==> src/rtl/memory_access.sv <==
// Memory-access pipeline stage: single-master req/ack bus loads/stores with lane/extend logic.
// Optional bus watchdog enabled by defining MEM_TIMEOUT_EN.
module memory_access #(
  parameter int unsigned TIMEOUT = 255
) (
  input  logic        clk_i,
  input  logic        rst_i,
  input  logic        valid_i,
  input  logic [31:0] alu_data_i,
  input  logic [31:0] rt_data_i,
  input  logic        mem_read_i,
  input  logic        mem_write_i,
  input  logic [1:0]  mem_size_i,
  input  logic        mem_signed_i,
  input  logic        reg_write_i,
  input  logic [4:0]  rd_i,
  output logic        stall_o,
  output logic        valid_o,
  output logic        reg_write_o,
  output logic [4:0]  rd_o,
  output logic [31:0] result_o,
  output logic        align_err_o,
  output logic        bus_err_o,
  output logic        bus_stb_o,
  output logic        bus_we_o,
  output logic [29:0] bus_adr_o,
  output logic [3:0]  bus_sel_o,
  output logic [31:0] bus_dat_o,
  input  logic [31:0] bus_dat_i,
  input  logic        bus_ack_i
);

  typedef enum logic {IDLE, WAIT} state_t;

  state_t      state;
  logic [1:0]  req_lane;
  logic [1:0]  req_size;
  logic        req_signed;
  logic        req_reg_write;
  logic [4:0]  req_rd;

  logic        is_mem;
  logic        misaligned;
  logic [3:0]  sel_nx;
  logic [31:0] dat_nx;

`ifdef MEM_TIMEOUT_EN
  localparam logic [7:0] TIMEOUT_LIM = 8'(TIMEOUT - 1);
  logic [7:0] wdog;
`else
  logic [7:0] timeout_unused;
  assign timeout_unused = 8'(TIMEOUT);
  assign bus_err_o      = 1'b0;
`endif

  // Shift the addressed lane down to bit 0, then zero- or sign-extend.
  function automatic logic [31:0] extend_load(input logic [31:0] word,
                                              input logic [1:0]  lane,
                                              input logic [1:0]  size,
                                              input logic        sgn);
    logic [31:0] sh;
    sh = word >> {lane, 3'b000};
    case (size)
      2'b00:   return {{24{sgn & sh[7]}}, sh[7:0]};
      2'b01:   return {{16{sgn & sh[15]}}, sh[15:0]};
      default: return sh;
    endcase
  endfunction

  assign stall_o = (state == WAIT);

  always_comb begin
    is_mem     = mem_read_i | mem_write_i;
    misaligned = 1'b0;
    sel_nx     = 4'b1111;
    dat_nx     = rt_data_i;
    case (mem_size_i)
      2'b00: begin
        sel_nx = 4'b0001 << alu_data_i[1:0];
        dat_nx = {4{rt_data_i[7:0]}};
      end
      2'b01: begin
        sel_nx     = 4'b0011 << alu_data_i[1:0];
        dat_nx     = {2{rt_data_i[15:0]}};
        misaligned = alu_data_i[0];
      end
      default: misaligned = |alu_data_i[1:0];
    endcase
  end

  always_ff @(posedge clk_i or posedge rst_i) begin
    if (rst_i) begin
      state         <= IDLE;
      valid_o       <= 1'b0;
      reg_write_o   <= 1'b0;
      rd_o          <= '0;
      result_o      <= '0;
      align_err_o   <= 1'b0;
      bus_stb_o     <= 1'b0;
      bus_we_o      <= 1'b0;
      bus_adr_o     <= '0;
      bus_sel_o     <= '0;
      bus_dat_o     <= '0;
      req_lane      <= '0;
      req_size      <= '0;
      req_signed    <= 1'b0;
      req_reg_write <= 1'b0;
      req_rd        <= '0;
`ifdef MEM_TIMEOUT_EN
      bus_err_o     <= 1'b0;
      wdog          <= '0;
`endif
    end else begin
      valid_o     <= 1'b0;
      align_err_o <= 1'b0;
`ifdef MEM_TIMEOUT_EN
      bus_err_o   <= 1'b0;
`endif
      case (state)
        IDLE: begin
          if (valid_i) begin
            rd_o <= rd_i;
            if (!is_mem) begin
              valid_o     <= 1'b1;
              result_o    <= alu_data_i;
              reg_write_o <= reg_write_i;
            end else if (misaligned) begin
              valid_o     <= 1'b1;
              align_err_o <= 1'b1;
              result_o    <= '0;
              reg_write_o <= 1'b0;
            end else begin
              bus_stb_o     <= 1'b1;
              bus_we_o      <= mem_write_i;
              bus_adr_o     <= alu_data_i[31:2];
              bus_sel_o     <= sel_nx;
              bus_dat_o     <= dat_nx;
              req_lane      <= alu_data_i[1:0];
              req_size      <= mem_size_i;
              req_signed    <= mem_signed_i;
              req_reg_write <= reg_write_i;
              req_rd        <= rd_i;
`ifdef MEM_TIMEOUT_EN
              wdog          <= '0;
`endif
              state         <= WAIT;
            end
          end
        end
        WAIT: begin
          // Ack takes priority over the watchdog limit on the same cycle.
          if (bus_ack_i) begin
            bus_stb_o <= 1'b0;
            valid_o   <= 1'b1;
            rd_o      <= req_rd;
            state     <= IDLE;
            if (bus_we_o) begin
              result_o    <= {bus_adr_o, req_lane};
              reg_write_o <= 1'b0;
            end else begin
              result_o    <= extend_load(bus_dat_i, req_lane, req_size, req_signed);
              reg_write_o <= req_reg_write;
            end
          end
`ifdef MEM_TIMEOUT_EN
          else if (wdog == TIMEOUT_LIM) begin
            bus_stb_o   <= 1'b0;
            valid_o     <= 1'b1;
            bus_err_o   <= 1'b1;
            result_o    <= '0;
            reg_write_o <= 1'b0;
            rd_o        <= req_rd;
            state       <= IDLE;
          end else begin
            wdog <= wdog + 8'd1;
          end
`endif
        end
        default: state <= IDLE;
      endcase
    end
  end

endmodule

==> config.mk <==
export PLATFORM = sky130hd
export DESIGN_NAME = memory_access
export DESIGN_NICKNAME = d
export VERILOG_FILES = /design/src/rtl/memory_access.sv
export SDC_FILE = /design/constraint.sdc
export NUM_CORES = 1
export LEC_CHECK = 0
export CORE_AREA = 8 8 143 145
export CTS_CLUSTER_SIZE = 20
export DETAILED_ROUTE_END_ITERATION = 7
export DIE_AREA = 0 0 151 153
export GPL_TIMING_DRIVEN = 1
export PLACE_DENSITY = 0.67
export SLEW_MARGIN = 20
export SYNTH_ARGS = -nofsm -noshare
export SYNTH_HDL_FRONTEND = slang
export SYNTH_SLANG_ARGS = --single-unit
==> constraint.sdc <==
create_clock -name clk_i -period 4 [get_ports clk_i]
set_input_delay 0.6 -clock clk_i [delete_from_list [all_inputs] [get_ports clk_i]]
set_output_delay 0.6 -clock clk_i [all_outputs]
set_load 0.03 [all_outputs]
Word level (Yosys, flattened, before mapping)
Index checks and enable logic that the tools add are counted.

word-level totals
  register bits = 120
  output and inout port bits = 110
  word-level logic and storage cells = 75

operators by class
  equality and inequality tests = 7
  shift operators = 3
  muxes and demuxes = 37
  bitwise operators = 5
  reduce and logical (&&, ||, !) cells = 7

operator list
  kind                                                                number
  32-bit one-hot mux with 2 select lines                              3
  32-bit 2-to-1 mux                                                   5
  32-bit by 5-bit >> shifter with 32-bit output                       1
  1-bit 2-to-1 mux                                                    20
  5-bit 2-to-1 mux                                                    2
  1-bit one-hot mux with 2 select lines                               5
  5-bit one-hot mux with 2 select lines                               1
  2-bit inequality test (second input constant)                       4
  4-bit one-hot mux with 2 select lines                               1
  4-bit AND reduction                                                 2
  2-bit by 1-bit == test with 1-bit output (second input constant)    2
  2-bit zero test                                                     2
  1-bit by 2-bit left shift with 4-bit output (first input constant)  1
  2-bit by 2-bit left shift with 4-bit output (first input constant)  1
  3-bit inequality test (second input constant)                       1
  3-bit AND reduction                                                 1
  1-bit bitwise AND                                                   2
  1-bit NOT                                                           2
  2-bit AND reduction                                                 1
  2-bit OR reduction                                                  1
  1-bit bitwise OR                                                    1

Logic depth before layout (Yosys ltp)
Gate-level depths: netlist of the first run.

  depth after elaboration = 6
  depth in mapped cells = 9
  gate-level depth less buffers = 6

Worst setup path after synthesis of the first run
Ideal clock, no wire load.

  path type = input to register
  start = input alu_data_i[0]
  end = register bus_dat_o[0]
  cell stages on the path = 7
  buffers on the path = 3
  library setup time = 0.125 ns
  required time = 3.875 ns
  arrival = 1.948 ns
  path slack = 1.928 ns
  cells stage by stage = clkbuf_1 a21oi_1 or2_2 nand2b_1 buf_4 buf_2 mux2_2

on the way
  word-level cells in the longest chain between the ends = 4

RTL lines
  what                                       line  RTL
  start: declaration                         9     input logic [31:0] alu_data_i,
  2-bit OR reduction                         87    default: misaligned = |alu_data_i[1:0];
  1-bit one-hot mux with 2 select lines (*)  77    case (mem_size_i)
  1-bit NOT (no source line) (*)             -
  4-bit AND reduction (no source line) (*)   -
  end signal: assignment                     137   bus_dat_o <= dat_nx;
  end: declaration                           28    output logic [31:0] bus_dat_o,

Every way passes the cells marked *; elsewhere a longest branch is shown, timed or not.
A chain may end at the register's enable or synchronous reset.

Final worst setup path of the first run
  start = register state (netlist: stall_o)
  end = output stall_o

RTL lines
  what                      line  RTL
  start: declaration        35    state_t state;
  start signal: assignment  93    state <= IDLE;
  start signal: assignment  146   state <= WAIT;
  start signal: assignment  156   state <= IDLE;
  end: declaration          17    output logic stall_o,

No word-level cell between the ends.

==> impl_metrics.ini, run 1 <==
[critical_path]
rrSetupSlack_ps = 1380
crit_path_end_kind = output port
path_max_fanout = 30
reg2reg_depth = 5
r2r_end = bus_adr_o[4]
cp.required_ps = 3400
crit_arrival_ps = 2300
r2r-start = stall_o
crit_type = reg -> out
start_kind = register

[cells_and_area]
nets = 931
fillers = 1697
area_growth_pct = 48.2
fin_util = 0.507
design_area_um2 = 9250
drive_gt1_frac = 0.133
num_antenna_cells = 0

[floorplanning]
rows = 50
core-area_um2 = 18300
die-area_um2 = 23100
die_y_um = 153
initial_core_util = 0.342
die_w_um = 151
io_pins = 221

[synthesis]
synth_edf_count = 0
yosysTopAreaCellShare = 0.481
ys_seq_elements = 120
synth-async-reset-ratio = 1.00
yosysSeqAreaShare = 0.481
netlist.top_cell.by_area = dfrtp_1
ys_top_cells_by_area = dfrtp_1 48%, mux2_2 9.7%, mux2i_1 7.4%, a21oi_1 4.6%, nand2_1 3.6%
syn_inst = 617
ys_top_cells_by_count = 120 x dfrtp_1, 60 x nand2_1, 58 x a21oi_1
syn-num-nets = 728
postSynthAreaPerCell_um2 = 10.1
synth_flop_cell = dfrtp_1
ys_types = 49
netlist_area_um2 = 6240
yosys_warnings = 0
yosysMostFrequentCell = dfrtp_1

[clock_network]
post_cts_buffers = 0
clock_latency_ps = 410
cts_buffers = 17
cts_htree_levels = 4
cts_resized = 0
clk_pin_slew_ps = 50
holdBufCountCts = 0
root_buffer = clkbuf_16
cts_tree = yes
cts_buffer_depth = 2
cts_num_sinks = 120

[power_and_ir_drop]
leakagePower_uw = 0.00385
totalPowerFinal_uw = 5750
p_per_area_nw_per_um2 = 621
p_seq_frac = 0.319
p_int_uw = 3590
irDropWorstVdd_mv = 0.345
switching_share = 0.375
power.share.clock = 0.279
power.share.combinational = 0.401
p_switching_uw = 2150

[placement]
postPlaceCellArea_um2 = 8630
hpwlAfterDp_mm = 16.0
gp_congestion = 0.806
port_buffers = 219

[grt]
gr-total-overflow = 0
grt_pass1_wl_mm = 34.3
grt_usage = 0.191
antenna_found_initial = 1
grt_pass1_vias = 5941
grt_max_degree = 103

[run_status]
status = finished, final reports clean

[route]
routedWlPerCell_um = 20.6
drt_iter0_drc = 321
drt_wl_total_mm = 22.0
routed_via_density = 5.30
ant_nets = 0
vias = 5659
route.detailed.drc = 0
drtPass1Iterations = 6

[timing]
slew_headroom = 0.394
fin_tns_setup_ps = 0
timing.final.hold_violations = 0
fin_crit_sh = 0.726
worst_pin_slew_ps = 906
setup_violations = 0
clock_skew_ps = 7.79
rsz0062_at_grt = no
hold_slack_ps = 476
period_minus_slack_ps = 2900
slew_violations = 0
max_freq_mhz = 345

[min_path]
min_path_cells = 2
holdCritPathClass = reg -> reg
hold_start = bus_dat_o[8]
holdPathEnd = bus_dat_o[8]

[run]
max-cap-violations = 0
how the worst max path moves through the flow:
stage,start,end,slack [ps],cells past startpoint
floorplan,rst_i,align_err_o,210,1
global placement,mem_size_i[1],result_o[30],1020,7
detailed placement,mem_size_i[1],result_o[30],950,7
CTS,stall_o,stall_o,1080,2
global route,stall_o,stall_o,1030,2
finish,stall_o,stall_o,1100,2
state kept, by name (all words and copies together), names as in the netlist:
name,count
align_err_o,1
bus_adr_o,30
bus_dat_o,32
bus_sel_o,4
bus_stb_o,1
bus_we_o,1
rd_o,5
reg_write_o,1
req_lane,2
req_rd,5
req_reg_write,1
req_signed,1
req_size,2
result_o,32
stall_o,1
valid_o,1
per-layer routing:
metal  track usage  part of all wire  up-vias
met4        0.0731             0.025        2
met5             0           0.00059        -
met2         0.287              0.45      290
met3        0.0735              0.12       35
met1         0.243              0.41     2693
li1              -                 -     2639
metrics by stage:
| stage | std cells | setup WS [ps] |
|---|---|---|
| floorplan | 617 | 214 |
| global placement | 1035 | 1020 |
| detailed placement | 1035 | 951 |
| CTS | 1067 | 1080 |
| global route | 1067 | 1030 |
| finish | 1067 | 1100 |
final cells by class:
| class | count | area (um2) | share of cell area |
|---|---|---|---|
| sequential | 120 | 3000 | 0.325 |
| multi-input combinational | 438 | 2980 | 0.322 |
| timing repair buffer | 233 | 2310 | 0.250 |
| clock buffer | 22 | 484 | 0.0523 |
| tap | 234 | 293 | 0.0316 |
| clock inverter | 10 | 143 | 0.0154 |
| inverter | 10 | 40.0 | 0.00433 |
cells by family (layout without fill, tap and decap cells):
| logic type | after synthesis | count (layout) | synth area share |
|---|---|---|---|
| AOI/OAI and AO/OA | 182 | 182 | 0.189 |
| and+or+nand+nor | 153 | 153 | 0.110 |
| DFF | 120 | 120 | 0.481 |
| muxes | 100 | 100 | 0.171 |
| buffers and inverters | 59 | 275 | 0.0457 |
| xor gates and xnor gates | 2 | 2 | 0.00281 |
| other | 1 | 1 | 0.000601 |
worst max-delay path: stages (launching register included):
cell             delay (ps)
dfrtp_2                 790
buf_4                   370
clkdlybuf4s50_1         730
power by group through the flow:
stage               registers (uW)  logic [uW]  clock network (uW)
finish                        1840        2310                1610
CTS                           1840        2330                1650
floorplan                     2370         772                   0
global placement              1850        2300                   0
detailed placement            1850        2320                   0
global route                  1890        2460                1690
layout by cell type (no fill, tap or decap), drive strengths merged, types with 3 or more instances in the layout:
cell type,n
mux2,54
o2111ai,5
a211oi,5
clkinv,3
a22oi,7
mux2i,46
nor2,57
o21ai,45
inv,10
o31ai,3
clkdlybuf4s50,219
a31oi,8
a21oi,58
dfrtp,120
nand2b,7
nor2b,7
a211o,7
a221o,3
clkinvlp,4
o41ai,3
a21o,9
buf,14
nor3,6
clkbuf,22
a2111oi,7
a221oi,3
nand2,60
bufinv,3
nand3,8
o211ai,10
(Power assumes the default switching activity.)
==> run 2: changes to the inputs <==
- clock period: 4 -> 2.4 ns (I/O delays scaled with it)
==> run 2 against run 1 <==
Cell count rose by 2.0%. Clock skew rose by 1.5 ps. Worst setup slack got worse by 980 ps. Critical path depth did not move. Via count rose by 1.3%. Register-to-register slack got worse by 1100 ps. Worst hold slack got worse by 0.66 ps. Die area did not move. Routed wire length fell by 0.31%. Flip-flop and latch count did not move. Critical path type unchanged. Largest cell class unchanged. Largest power group unchanged.
==> impl_metrics.ini, run 2 (synthesis gave the netlist of run 1 again) <==
[run_status]
status = finished, final reports clean

[cells_and_area]
reg_top3 = bus_dat_o (32), result_o (32), bus_adr_o (30)
mostFrequentLayoutCells = 219 x clkdlybuf4s50_1, 119 x dfrtp_1, 60 x nand2_1, 58 x a21oi_1, 56 x nor2_1
area_growth_pct = 52.4
final_common_cell = clkdlybuf4s50_1
design_area_um2 = 9520
nets = 951
drive_gt1_frac = 0.155

[grt]
antenna_found_initial = 2
grt_usage = 0.191
grt_pass1_wl_mm = 34.3
grt_pass1_vias = 5937
gr-total-overflow = 0
grt_max_degree = 121

[floorplanning]
io_pins = 221
die_y_um = 153
initial_core_util = 0.342
core-area_um2 = 18300
rows = 50
die_w_um = 151
die-area_um2 = 23100

[route]
route.detailed.drc = 0
drt_wl_total_mm = 21.9
routed_via_density = 5.27
vias = 5735
drt_iter0_drc = 273
ant_nets = 0
drtPass1Iterations = 4
routedWlPerCell_um = 20.2

[clock_network]
clk_pin_slew_ps = 60
cts_buffers = 17
cts_tree = yes
holdBufCountCts = 0
clock_latency_ps = 420
cts_htree_levels = 4
cts_resized = 0
cts_num_sinks = 120
cts_buffer_depth = 2
post_cts_buffers = 0
root_buffer = clkbuf_16

[timing]
timing.final.hold_violations = 0
period_minus_slack_ps = 2280
fin_tns_setup_ps = 0
fin_crit_sh = 0.949
slew_headroom = 0.550
setup_violations = 0
clock_skew_ps = 9.27
worst_pin_slew_ps = 675
rsz0062_at_grt = no
slew_violations = 0
max_freq_mhz = 439

[critical_path]
path_max_fanout = 13
crit_type = reg -> out
crit_arrival_ps = 1920
cp.required_ps = 2040
start_kind = register
crit_path_end_kind = output port

[placement]
port_buffers = 219
postPlaceCellArea_um2 = 8870
gp_congestion = 0.826
hpwlAfterDp_mm = 16.3

[power_and_ir_drop]
irDropWorstVdd_mv = 0.506
leakagePower_uw = 0.00399
p_per_area_nw_per_um2 = 1030

[min_path]
holdCritPathClass = reg -> reg

[run]
max-cap-violations = 0
[run 2: changes by cell type in the layout (fill, tap and decap cells not counted)]
| cell | before | now |
|---|---|---|
| diode_2 | 0 | 1 |
| clkinvlp_4 | 4 | 5 |
| buf_4 | 13 | 26 |
| inv_4 | 1 | 0 |
| bufinv_16 | 3 | 4 |
| clkinv_2 | 1 | 2 |
| clkbuf_1 | 1 | 0 |
| buf_12 | 1 | 8 |
| clkinv_4 | 2 | 1 |
[run 2: routing by layer]
| metal | up-vias | GRT usage | part of all wire |
|---|---|---|---|
| li1 | 2678 | - | - |
| met3 | 28 | 0.0735 | 0.11 |
| met5 | - | 0 | 0.00059 |
| met4 | 2 | 0.0594 | 0.018 |
| met1 | 2759 | 0.240 | 0.41 |
| met2 | 268 | 0.295 | 0.46 |
[run 2: area by class of cell]
class | count | area [um2]
Fill cell | 1680 | 8750
Sequential cell | 120 | 3000
Multi-Input combinational cell | 438 | 2980
Timing Repair Buffer | 253 | 2550
Clock buffer | 21 | 480
Tap cell | 234 | 293
Clock inverter | 11 | 169
Inverter | 10 | 41.3
Antenna cell | 1 | 2.50
[run 2: per-stage QoR]
stage	setup slack (ps)	total power (uW)	util	cells	hold WS [ps]
after floorplan	527	5230	-	617	479
after global placement	123	7000	0.485	1055	459
after detailed placement	67.9	7060	0.485	1055	470
after CTS	103	9890	0.521	1087	482
after global routing	54.7	10300	0.521	1088	507
final	122	9800	0.521	1088	475
[run 2: final timing paths]
| check | slack (ps) | start | cells past startpoint | to |
|---|---|---|---|---|
| hold / removal | 470 | bus_dat_o[11] | 2 | bus_dat_o[11] |
| hold reg to reg | 470 | bus_dat_o[11] | 2 | bus_dat_o[11] |
| setup reg to reg | 290 | req_lane[1] | 6 | result_o[20] |
| setup / recovery | 120 | stall_o | 2 | stall_o |
| min in group asynchronous | 490 | rst_i | 3 | bus_adr_o[1] |
| max in group asynchronous | 1400 | rst_i | 3 | req_rd[3] |
[run 2: power breakdown]
| part | internal (uW) | total (uW) | switching (uW) | leakage, uW |
|---|---|---|---|---|
| sequential | 2580 | 3000 | 421 | 0.00145 |
| combinational | 1740 | 3990 | 2250 | 0.00223 |
| clock | 1850 | 2810 | 960 | 0.000307 |
[run 2: worst max-delay path, cell delays in order, from the launching register on]
cell and delay [ps]:
dfrtp_2 550, buf_4 250, clkdlybuf4s50_1 690
==> run 3: changes to the inputs <==
- CORE_AREA: 8 8 143 145 -> 8 8 182 115
- DIE_AREA: 0 0 151 153 -> 0 0 190 123
- GPL_TIMING_DRIVEN: 1 -> 0
==> run 3 against run 2 <==
Sequential power down 2%. Non-clock buffer count up 16. Via count up 3.5%. Register-to-register slack worse by 70 ps. Highest routed layer unchanged.
==> impl_metrics.ini, run 3 (synthesis gave the netlist of run 1 again) <==
[run_status]
status = finished, final reports clean

[grt]
grtUsageMet3 = 0.0918
grt_pass1_vias = 5974
grt_pass1_wl_mm = 36.9
use_met2 = 0.298
antenna_found_initial = 3
grt.busiest_layer = met2
grt_usage = 0.206
grt_use_met1 = 0.282
grt_max_degree = 33
gr-total-overflow = 0

[cells_and_area]
mostFrequentLayoutCells = 215 x clkdlybuf4s50_1, 120 x dfrtp_1, 60 x nand2_1, 58 x a21oi_1, 56 x nor2_1
final_common_cell = clkdlybuf4s50_1
area_growth_pct = 50.6
num_antenna_cells = 0
design_area_um2 = 9400
reg_top3 = bus_dat_o (32), result_o (32), bus_adr_o (30)
drive_gt1_frac = 0.146
nets = 967
fin_util = 0.511
finalNonFillerCells = 1115

[power_and_ir_drop]
leakagePower_uw = 0.00392
power.share.combinational = 0.423
irDropWorstVdd_mv = 0.604
p_switching_uw = 3760
switching_share = 0.388
p_per_area_nw_per_um2 = 1030
power.share.clock = 0.274
p_int_uw = 5920
p_seq_frac = 0.303

[route]
drt_wl_total_mm = 24.5
route.detailed.drc = 0
drt_iter0_drc = 411
drtPass1Iterations = 5
routed_via_density = 5.32
routedWlPerCell_um = 22.0
ant_nets = 0
vias = 5934

[critical_path]
crit_arrival_ps = 2620
start_kind = primary input
crit_path_end_kind = register
crit_type = in -> reg
path_max_fanout = 10
cp.required_ps = 2680

[timing]
period_minus_slack_ps = 2330
max_freq_mhz = 429
rsz0062_at_grt = yes
slew_headroom = 0.544
slew_violations = 0
setup_violations = 0
timing.final.hold_violations = 0
clock_skew_ps = 13.7
fin_tns_setup_ps = 0
worst_pin_slew_ps = 684
fin_crit_sh = 0.972
hold_slack_ps = 181

[placement]
port_buffers = 215
hpwlAfterDp_mm = 19.0
postPlaceCellArea_um2 = 8790
dp.cells = 1082
gp_congestion = 0.852

[floorplanning]
rows = 39
die_w_um = 190
io_pins = 221
core-area_um2 = 18400
die_y_um = 123
initial_core_util = 0.339
die-area_um2 = 23400

[clock_network]
clock_latency_ps = 410
clk_pin_slew_ps = 60
cts_tree = yes
cts_htree_levels = 4
cts_buffers = 17
root_buffer = clkbuf_16
cts_num_sinks = 120
cts_buffer_depth = 2

[run]
max-cap-violations = 0

[min_path]
holdCritPathClass = in -> async
==> run 3: changes by cell type in the layout (fill, tap and decap cells not counted), moves of 4 or more <==
cell | previous run | this run
inv_6 | 0 | 4
clkbuf_1 | 0 | 16
buf_1 | 0 | 6
buf_12 | 8 | 4
buf_4 | 26 | 9
clkdlybuf4s50_1 | 219 | 215
buf_2 | 0 | 15
==> run 3: worst max-delay path: stages <==
cell and delay [ps]:
clkdlybuf4s50_1 510, o21ai_1 560, nand2b_1 230, buf_4 240, buf_2 340, mux2_2 380
==> run 3: area by class of cell <==
type                            instances  area (um2)
Fill cell                            1695        8990
Clock inverter                         12         140
Inverter                               10        41.3
Timing Repair Buffer                  220        2240
Sequential cell                       120        3000
Clock buffer                           20         467
Buffer                                 49         250
Multi-Input combinational cell        438        2960
Tap cell                              246         308
==> run 3: what timing repair did <==
action	CTS	global route
hold buffers	0	0
gates resized for setup	0	4
buffers inserted	0	1
setup endpoints to repair	0	19
==> run 3: per-stage QoR <==
step / setup slack [ps] / power (uW)
final: 67.4 / 9690
after global routing: -46.1 / 10100
after CTS: 96.4 / 9720
after detailed placement: -319 / 7060
after global placement: -720 / 7010
after floorplan: 527 / 5230
==> run 3: worst paths after layout <==
kind,slack [ps],start,cells past startpoint,end
max in group asynchronous,1600,rst_i,4,result_o[3]
min in group clk_i,440,mem_size_i[0],3,bus_sel_o[3]
max,70,mem_write_i,6,req_size[0]
min reg2reg,480,result_o[20],1,result_o[20]
max reg2reg,220,stall_o,5,result_o[11]
min,180,rst_i,2,bus_sel_o[0]
==> run 3: power by group through the flow <==
| stage | logic, uW | clock network, uW | registers, uW |
|---|---|---|---|
| after CTS | 4110 | 2680 | 2940 |
| after floorplan | 1290 | 0 | 3940 |
| after detailed placement | 4090 | 0 | 2970 |
| final | 4100 | 2650 | 2940 |
| after global placement | 4050 | 0 | 2950 |
| after global routing | 4340 | 2770 | 3010 |
==> run 3: per-layer routing <==
layer | part of all wire | vias up
met3 | 0.11 | 23
met2 | 0.42 | 278
met1 | 0.46 | 2909
li1 | - | 2718
met4 | 0.0070 | 6
met5 | 0.0017 | -
